[config.mk]
export PLATFORM = sky130hd
export DESIGN_NAME = alu_mc
export DESIGN_NICKNAME = d
export VERILOG_FILES = /design/src/rtl/alu_pkg.sv /design/src/rtl/alu_comb.sv /design/src/rtl/alu_mc.sv
export SDC_FILE = /design/constraint.sdc
export NUM_CORES = 1
export LEC_CHECK = 0
export ABC_CLOCK_PERIOD_IN_PS = 4100
export CAP_MARGIN = 20
export CORE_MARGIN = 5
export CORE_UTILIZATION = 28
export DETAILED_ROUTE_END_ITERATION = 6
export PLACE_DENSITY = 0.42
export SYNTH_ARGS = -nofsm -noshare
export SYNTH_HDL_FRONTEND = slang
export SYNTH_SLANG_ARGS = --single-unit
[constraint.sdc]
create_clock -name i_clk -period 4.1 [get_ports i_clk]
set_input_delay 1.025 -clock i_clk [delete_from_list [all_inputs] [get_ports i_clk]]
set_output_delay 1.025 -clock i_clk [all_outputs]
set_load 0.05 [all_outputs]
[src/rtl/alu_pkg.sv]
// Shared ALU op codes, the multi-cycle ALU FSM state type and op-class helpers.
// Imported by alu_mc, alu_comb and the upstream ALU-op decoder.
package alu_pkg;

  localparam logic [3:0] OP_ADD  = 4'd0;
  localparam logic [3:0] OP_SUB  = 4'd1;
  localparam logic [3:0] OP_SLT  = 4'd2;
  localparam logic [3:0] OP_SLTU = 4'd3;
  localparam logic [3:0] OP_XOR  = 4'd4;
  localparam logic [3:0] OP_OR   = 4'd5;
  localparam logic [3:0] OP_AND  = 4'd6;
  localparam logic [3:0] OP_SLL  = 4'd7;
  localparam logic [3:0] OP_SRL  = 4'd8;
  localparam logic [3:0] OP_SRA  = 4'd9;

  typedef enum logic [1:0] {
    ST_IDLE  = 2'd0,
    ST_SHIFT = 2'd1,
    ST_DONE  = 2'd2
  } alu_state_t;

  function automatic logic is_shift(input logic [3:0] op);
    return (op == OP_SLL) || (op == OP_SRL) || (op == OP_SRA);
  endfunction

endpackage

[src/rtl/alu_comb.sv]
// Single-cycle ALU datapath: add/sub/compare/logic; codes above SRA flag illegal with a zero result.
// Purely combinational, no backpressure; shift codes yield don't-care results handled by the caller.
module alu_comb
  import alu_pkg::*;
#(
  parameter int WIDTH = 32
) (
  input  logic [3:0]       op,
  input  logic [WIDTH-1:0] a,
  input  logic [WIDTH-1:0] b,
  output logic [WIDTH-1:0] result,
  output logic             illegal
);

  always_comb begin
    result  = '0;
    illegal = (op > OP_SRA);
    case (op)
      OP_ADD:  result = a + b;
      OP_SUB:  result = a - b;
      OP_SLT:  result = {{(WIDTH-1){1'b0}}, ($signed(a) < $signed(b))};
      OP_SLTU: result = {{(WIDTH-1){1'b0}}, (a < b)};
      OP_XOR:  result = a ^ b;
      OP_OR:   result = a | b;
      OP_AND:  result = a & b;
      default: result = '0;
    endcase
  end

endmodule

[src/rtl/alu_mc.sv]
// Multi-cycle RV32I ALU: latency 1 for single-cycle ops, 1+shamt for shifts via a 1-bit/cycle shifter.
// Valid/ready on both sides; result held in DONE until taken, no accept in the handshake cycle.
module alu_mc
  import alu_pkg::*;
#(
  parameter int WIDTH = 32
) (
  input  logic             i_clk,
  input  logic             i_rst_n,
  input  logic             i_valid,
  output logic             o_ready,
  input  logic [3:0]       i_alu_op,
  input  logic [WIDTH-1:0] i_operand_a,
  input  logic [WIDTH-1:0] i_operand_b,
  output logic             o_valid,
  input  logic             i_ready,
  output logic [WIDTH-1:0] o_result,
  output logic             o_illegal
);

  localparam int SW = $clog2(WIDTH);

  alu_state_t       state;
  logic [3:0]       op_q;
  logic [WIDTH-1:0] acc;
  logic [WIDTH-1:0] acc_next;
  logic [SW-1:0]    cnt;
  logic [SW-1:0]    shamt;
  logic [WIDTH-1:0] comb_result;
  logic             comb_illegal;

  assign shamt = i_operand_b[SW-1:0];

  alu_comb #(.WIDTH(WIDTH)) u_comb (
    .op      (i_alu_op),
    .a       (i_operand_a),
    .b       (i_operand_b),
    .result  (comb_result),
    .illegal (comb_illegal)
  );

  always_comb begin
    acc_next = {1'b0, acc[WIDTH-1:1]};
    if (op_q == OP_SLL) begin
      acc_next = {acc[WIDTH-2:0], 1'b0};
    end else if (op_q == OP_SRA) begin
      acc_next = {acc[WIDTH-1], acc[WIDTH-1:1]};
    end
  end

  // o_ready/o_valid are registered alongside the state so no input reaches them combinationally.
  always_ff @(posedge i_clk or negedge i_rst_n) begin
    if (!i_rst_n) begin
      state     <= ST_IDLE;
      o_ready   <= 1'b1;
      o_valid   <= 1'b0;
      o_result  <= '0;
      o_illegal <= 1'b0;
      op_q      <= OP_ADD;
      acc       <= '0;
      cnt       <= '0;
    end else begin
      case (state)
        ST_IDLE: begin
          if (i_valid) begin
            op_q    <= i_alu_op;
            o_ready <= 1'b0;
            if (is_shift(i_alu_op) && (shamt != '0)) begin
              acc   <= i_operand_a;
              cnt   <= shamt;
              state <= ST_SHIFT;
            end else begin
              o_result  <= is_shift(i_alu_op) ? i_operand_a : comb_result;
              o_illegal <= is_shift(i_alu_op) ? 1'b0 : comb_illegal;
              o_valid   <= 1'b1;
              state     <= ST_DONE;
            end
          end
        end
        ST_SHIFT: begin
          acc <= acc_next;
          cnt <= cnt - 1'b1;
          // The final shift lands straight in the result register as the counter hits zero.
          if (cnt == SW'(1)) begin
            o_result  <= acc_next;
            o_illegal <= 1'b0;
            o_valid   <= 1'b1;
            state     <= ST_DONE;
          end
        end
        ST_DONE: begin
          if (i_ready) begin
            o_valid <= 1'b0;
            o_ready <= 1'b1;
            state   <= ST_IDLE;
          end
        end
        default: begin
          state   <= ST_IDLE;
          o_valid <= 1'b0;
          o_ready <= 1'b1;
        end
      endcase
    end
  end

endmodule

==> flow_summary.toml, run 1 <==
[status]
outcome = "finished, final reports clean"

[run]
drv_cap = 0

[drt]
vias_per_cell = 5.22
drt_drc_violations_left = 0
drt-initial-drc-count = 624
vias = 9552
first_pass_iters = 7
postRouteAntennaNets = 0
wl_per_cell_um = 20.3
routed_wirelength_um = 37100

[placement]
dpl_cell_area_sq_um = 11400
place_congestion = 0.913
dp_hpwl_um = 29100
port_buffers = 106
preCtsSetupSlack_ns = -0.210

[critical_path]
cp.arrival_ns = 4.13
cp_data_required_time_ns = 4.36
critPathLaunchType = "primary input"
r2r_slack_ns = 1.42
critPathKind = "in -> reg"
setup.worst_path.end_class = "register"
regToRegEndpoint = "o_result[29]"
crit_chain = "clkdlybuf4s50_1 -> ha_1 -> fa_1 -> a211oi_1 -> o21bai_1 -> a21oi_2 -> o21ai_1 -> o2111ai_1 -> nor2b_1 -> xnor2_1 -> o221ai_1 -> a221o_1"
crit_fanout = 5
r2r-start = "cnt[1]"
rr_worst_depth = 10
timing.critical_path.slowest_stage_cell = "clkdlybuf4s50_1"
slowest_delay_ns = 0.43

[sta]
whs_ns = 0.488
relSlewSlack = 0.527
skew_ns = 0.0122
post-route-period-util = 0.943
hold_viol_final = 0
worstMarginPinSlew_ns = 0.707
grt_setup_unrepaired = "false"
max_freq_ghz = 0.259
finalMaxSlewViolations = 0
worst_slack_ns = 0.234
setup_viol = 0
fin_crit_ns = 3.87

[floorplanning]
row_count = 66
core_sq_um = 32300
die_h_um = 190
num_io_pins = 107
die_area_sq_um = 36100
start_util = 0.281
die-width_um = 190

[clock_network]
cts_buffers = 9
cts.path.max_buffers = 2
clock_sinks = 78
ctsRootBufferMaster = "clkbuf_16"
cts_hold_buf = 0
clk_pin_slew_ns = 0.08
htreeDepth = 3
cts_tree = "yes"
clock_latency_ns = 0.37
cts_setup_buffers = 0

[synthesis]
synth_top_family_by_area = "compound AO/OA/AOI/OAI gates"
synthFlopType = "dfrtp_1"
synth.distinct_cells = 87
synth_nets = 1385
synthMuxAreaShare = 0.0494
synthXorXnorAreaFrac = 0.0241
synth-async-reset-ratio = 1.00
synth_edf_count = 0
synthCells = 1206
synth-compound-area-share = 0.318
yosys_register_bits = 78
synth-simple-area-share = 0.165
yosysSeqAreaShare = 0.215
yosys_warnings = 0
synthAdderAreaFrac = 0.149
netlist_area_sq_um = 9080
avgSynthCellArea_sq_um = 7.53

[min_path]
hold_end = "o_result[4]"
hold_path_depth = 2
min_from = "o_result[4]"
hold_path.class = "reg -> reg"

[global_route]
gr-usage-met3 = 0.0284
track_usage = 0.205
antenna_found_initial = 0
grt_pass1_vias = 9758
gr-total-overflow = 0
grt_pass1_wl_um = 58000
top_usage_layer = "met2"
use_met1 = 0.279
grt_start_max_net_pins = 75
use_met2 = 0.349

[power_and_ir_drop]
p_switching_mw = 2.56
seq_power_share = 0.278
power_frac_comb = 0.559
powerDensity_nw_per_um2 = 446
p_int_mw = 2.67
clkPwrFrac = 0.163
swShare = 0.490
p_leak_nw = 5.39
finalPower_mw = 5.23
ir_worst_vdd_uv = 245

[final_layout]
nets = 1563
syn_to_final_growth_pct = 29.3
final_cell_area_sq_um = 11700
drive_gt1_frac = 0.138
antenna_cells = 0
final_common_cell = "buf_4"
final_util = 0.363
mostFrequentLayoutCells = "136 x buf_4, 130 x a21oi_1, 123 x nor2_1"
==> worst max-delay path, delay by kind of cell <==
| kind | cells | cell delay, ns |
|---|---|---|
| AND/OR/NAND/NOR | 1 | 0.24 |
| buffers and inverters | 1 | 0.43 |
| XOR/XNOR | 1 | 0.14 |
| adder cells (fa/ha/maj) | 2 | 0.65 |
| AO/OA/AOI/OAI | 7 | 1.66 |
==> cell type report <==
| class | instances | area, sq um |
|---|---|---|
| Multi-Input combinational cell | 948 | 6440 |
| Fill cell | 3488 | 20600 |
| Clock buffer | 9 | 225 |
| Sequential cell | 78 | 1950 |
| Tap cell | 442 | 553 |
| Clock inverter | 7 | 63.8 |
| Inverter | 104 | 390 |
| Timing Repair Buffer | 243 | 2110 |
==> worst max-delay path by stage <==
stage / startpoint / to / slack [ns] / cells after the start
after floorplan: i_operand_a[0] / o_result[22] / 0.65 / 11
after CTS: i_operand_a[0] / o_result[22] / 0.19 / 12
after detailed placement: i_operand_a[0] / o_result[22] / -0.21 / 12
after global routing: i_operand_a[0] / o_result[22] / 0.003 / 12
after global placement: i_operand_a[0] / o_result[22] / -0.24 / 12
final: i_operand_a[0] / o_result[22] / 0.23 / 12
==> metrics by stage <==
stage | setup TNS [ns] | instances
3_5_place_dp | -0.877 | 1815
4_1_cts | 0 | 1831
3_3_place_gp | -0.918 | 1815
2_1_floorplan | 0 | 1206
6_report | 0 | 1831
5_1_grt | 0 | 1831
==> synth_stat cells, types with 18 or more instances <==
| library cell | number | area [sq um] |
|---|---|---|
| a21oi_1 | 131 | 656 |
| a221oi_1 | 27 | 236 |
| ha_1 | 105 | 1310 |
| dfrtp_1 | 77 | 1930 |
| buf_2 | 21 | 105 |
| inv_1 | 97 | 364 |
| o21ai_0 | 109 | 546 |
| mux2i_1 | 38 | 380 |
| xnor2_1 | 23 | 201 |
| clkbuf_1 | 46 | 173 |
| nor2_1 | 124 | 465 |
| nand2_1 | 97 | 364 |
| nand3_1 | 18 | 90.1 |
==> cell families after synthesis <==
kind of cell             after synthesis
adder cells (fa/ha/maj)              107
AO/OA/AOI/OAI                        451
buffers and inverters                180
XOR/XNOR                              25
multiplexers                          44
AND/OR/NAND/NOR                      321
flip-flops                            78
==> metal layers <==
metal | wire length, um | up-vias | part of all wire
li1 | - | 4692 | -
met1 | 17500 | 4587 | 0.47
met2 | 17500 | 238 | 0.47
met3 | 1560 | 35 | 0.042
met4 | 552 | 0 | 0.015
met5 | 0 | - | 0
==> sequential cells by signal, summed over array words and instances, names as in the netlist <==
| signal | cells |
|---|---|
| o_illegal | 1 |
| op_q | 4 |
| cnt | 5 |
| o_valid | 1 |
| state | 2 |
| acc | 32 |
| o_result | 32 |
| o_ready | 1 |
==> what timing repair did <==
action                                  4_1_cts  5_1_grt
hold endpoints to repair                      0        0
resized for setup                             0        2
endpoints found under the setup margin        0        6
==> power groups by stage <==
stage / clock (mW) / sequential (mW) / combinational, mW
after floorplan: 0 / 1.90 / 1.35
after global placement: 0 / 1.48 / 2.93
after detailed placement: 0 / 1.48 / 2.93
after CTS: 0.884 / 1.47 / 2.94
after global routing: 0.906 / 1.51 / 3.19
final: 0.850 / 1.46 / 2.92
Note: power is estimated with default switching activity, not from simulation.
==> run 2, diff against run 1 <==
Settings changed: CORE_UTILIZATION 28 to 42, PLACE_DENSITY 0.42 to 0.59.
==> flow_summary.toml, run 2 (synthesized netlist as in run 1, its figures left out) <==
[final_layout]
top_regs = "acc x32, o_result x32, cnt x5"
drive_gt1_frac = 0.129
mostFrequentLayoutCells = "131 x a21oi_1, 123 x nor2_1, 121 x buf_4"
syn_to_final_growth_pct = 25.7
nets = 1549
final_common_cell = "a21oi_1"
antenna_cells = 0
ff_latch_area_sq_um = 1950
fillers = 2076
final_cell_area_sq_um = 11400
multi_input_area_sq_um = 6430
final_cell_count_no_fill = 1650
final_util = 0.539

[run]
drv_cap = 0

[critical_path]
critPathLaunchType = "primary input"
crit_fanout = 5
path_buf_inv = 2
slowest_delay_ns = 0.43
timing.critical_path.slowest_stage_cell = "clkdlybuf4s50_1"
crit_chain = "clkdlybuf4s50_1 -> ha_1 -> fa_1 -> a211oi_1 -> o21bai_1 -> a21oi_1 -> o21ai_1 -> o2111ai_1 -> nor2b_1 -> buf_4 -> o221ai_1 -> mux2i_1 -> a31oi_1"
setup.worst_path.end_class = "register"
critPathTopFamily = "compound AO/OA/AOI/OAI gates"
critPathKind = "in -> reg"
r2r-start = "cnt[1]"
cp-startpoint = "i_operand_a[0]"
cp_data_required_time_ns = 4.34
cp.arrival_ns = 4.08

[drt]
vias_per_cell = 5.85
first_pass_iters = 5
routed_wirelength_um = 33900
postRouteAntennaNets = 0
vias = 9655
drt-initial-drc-count = 878
drt_drc_violations_left = 0
wl_per_cell_um = 20.5

[clock_network]
clock_sinks = 78
cts.path.max_buffers = 2
ctsResizeCount = 0
clk_pin_slew_ns = 0.08
cts_hold_buf = 0
cts_buffers = 9
cts_setup_buffers = 0
cts_tree = "yes"
ctsRootBufferMaster = "clkbuf_16"
clock_latency_ns = 0.36
htreeDepth = 3

[sta]
hold_viol_final = 0
finalMaxSlewViolations = 0
setup_viol = 0
max_freq_ghz = 0.260
relSlewSlack = 0.532
whs_ns = 0.477
post-route-period-util = 0.937
grt_setup_unrepaired = "false"
setup_tns_ns = 0
worstMarginPinSlew_ns = 0.702
fin_crit_ns = 3.84
skew_ns = 0.00998
worst_slack_ns = 0.260

[floorplanning]
die_area_sq_um = 24700
start_util = 0.429
core_sq_um = 21200
num_io_pins = 107
row_count = 53
die-width_um = 157
die_h_um = 157

[global_route]
gr-total-overflow = 0
grt_pass1_vias = 9241
grt_pass1_wl_um = 52200
grt_start_max_net_pins = 75
track_usage = 0.271
antenna_found_initial = 0

[min_path]
min_from = "o_result[5]"
hold_path.class = "reg -> reg"

[placement]
port_buffers = 106
preCtsSetupSlack_ns = -0.117
numPlacedInstances = 1634
dp_hpwl_um = 26300
place_congestion = 0.943
dpl_cell_area_sq_um = 11100

[power_and_ir_drop]
finalPower_mw = 5.17
powerDensity_nw_per_um2 = 453
ir_worst_vdd_uv = 286
p_leak_nw = 5.32

[status]
outcome = "finished, final reports clean"
==> run 2: cell types whose count changed in the layout (fill, tap and decap cells not counted), sizes merged <==
cell,previous run,this run
inv,108,106
buf,139,125
clkinvlp,0,2
==> run 2: path summary, 6_finish.rpt <==
path | slack (ns) | to | cells past startpoint
hold reg to reg | 0.48 | o_result[5] | 2
max in group asynchronous | 2.77 | o_result[14] | 2
setup reg to reg | 1.34 | o_result[29] | 10
hold / removal | 0.48 | o_result[5] | 2
setup / recovery | 0.26 | o_result[30] | 13
min in group asynchronous | 0.57 | o_result[3] | 1
==> run 2: metal layers <==
layer  GRT usage  share of wire  up-vias
met5           0              0        -
met4      0.0674          0.017        0
met3      0.0374          0.063       43
met2       0.439           0.46      357
met1       0.381           0.46     4586
li1            -              -     4669
==> run 2: cell type report <==
cell class,count,area share
timing repair buffer,229,0.177
inverter,104,0.0342
multi-input combinational,948,0.563
sequential,78,0.171
tap,275,0.0302
clock inverter,7,0.00482
clock buffer,9,0.0197
==> run 2: worst register-to-register path, stage by stage (launching register included) <==
cell	delay (ns)
dfrtp_1	0.40
inv_1	0.08
ha_1	0.14
nor4b_1	0.56
nand2_1	0.19
a21oi_2	0.29
mux2i_1	0.30
nand3_1	0.13
nor4b_2	0.17
o31ai_1	0.26
a22oi_1	0.12
==> run 2: report_power, final <==
group	switching (mW)	internal, mW	leakage (nW)
sequential	0.311	1.13	0.982
clock	0.415	0.419	0.133
combinational	1.80	1.10	4.21
total	2.52	2.65	5.32
==> run 3, diff against run 2 <==
Settings changed: CTS_CLUSTER_SIZE set to 14.
==> results of run 3 <==
Same layout as run 2: the final DEF is identical, and so are final timing and power.
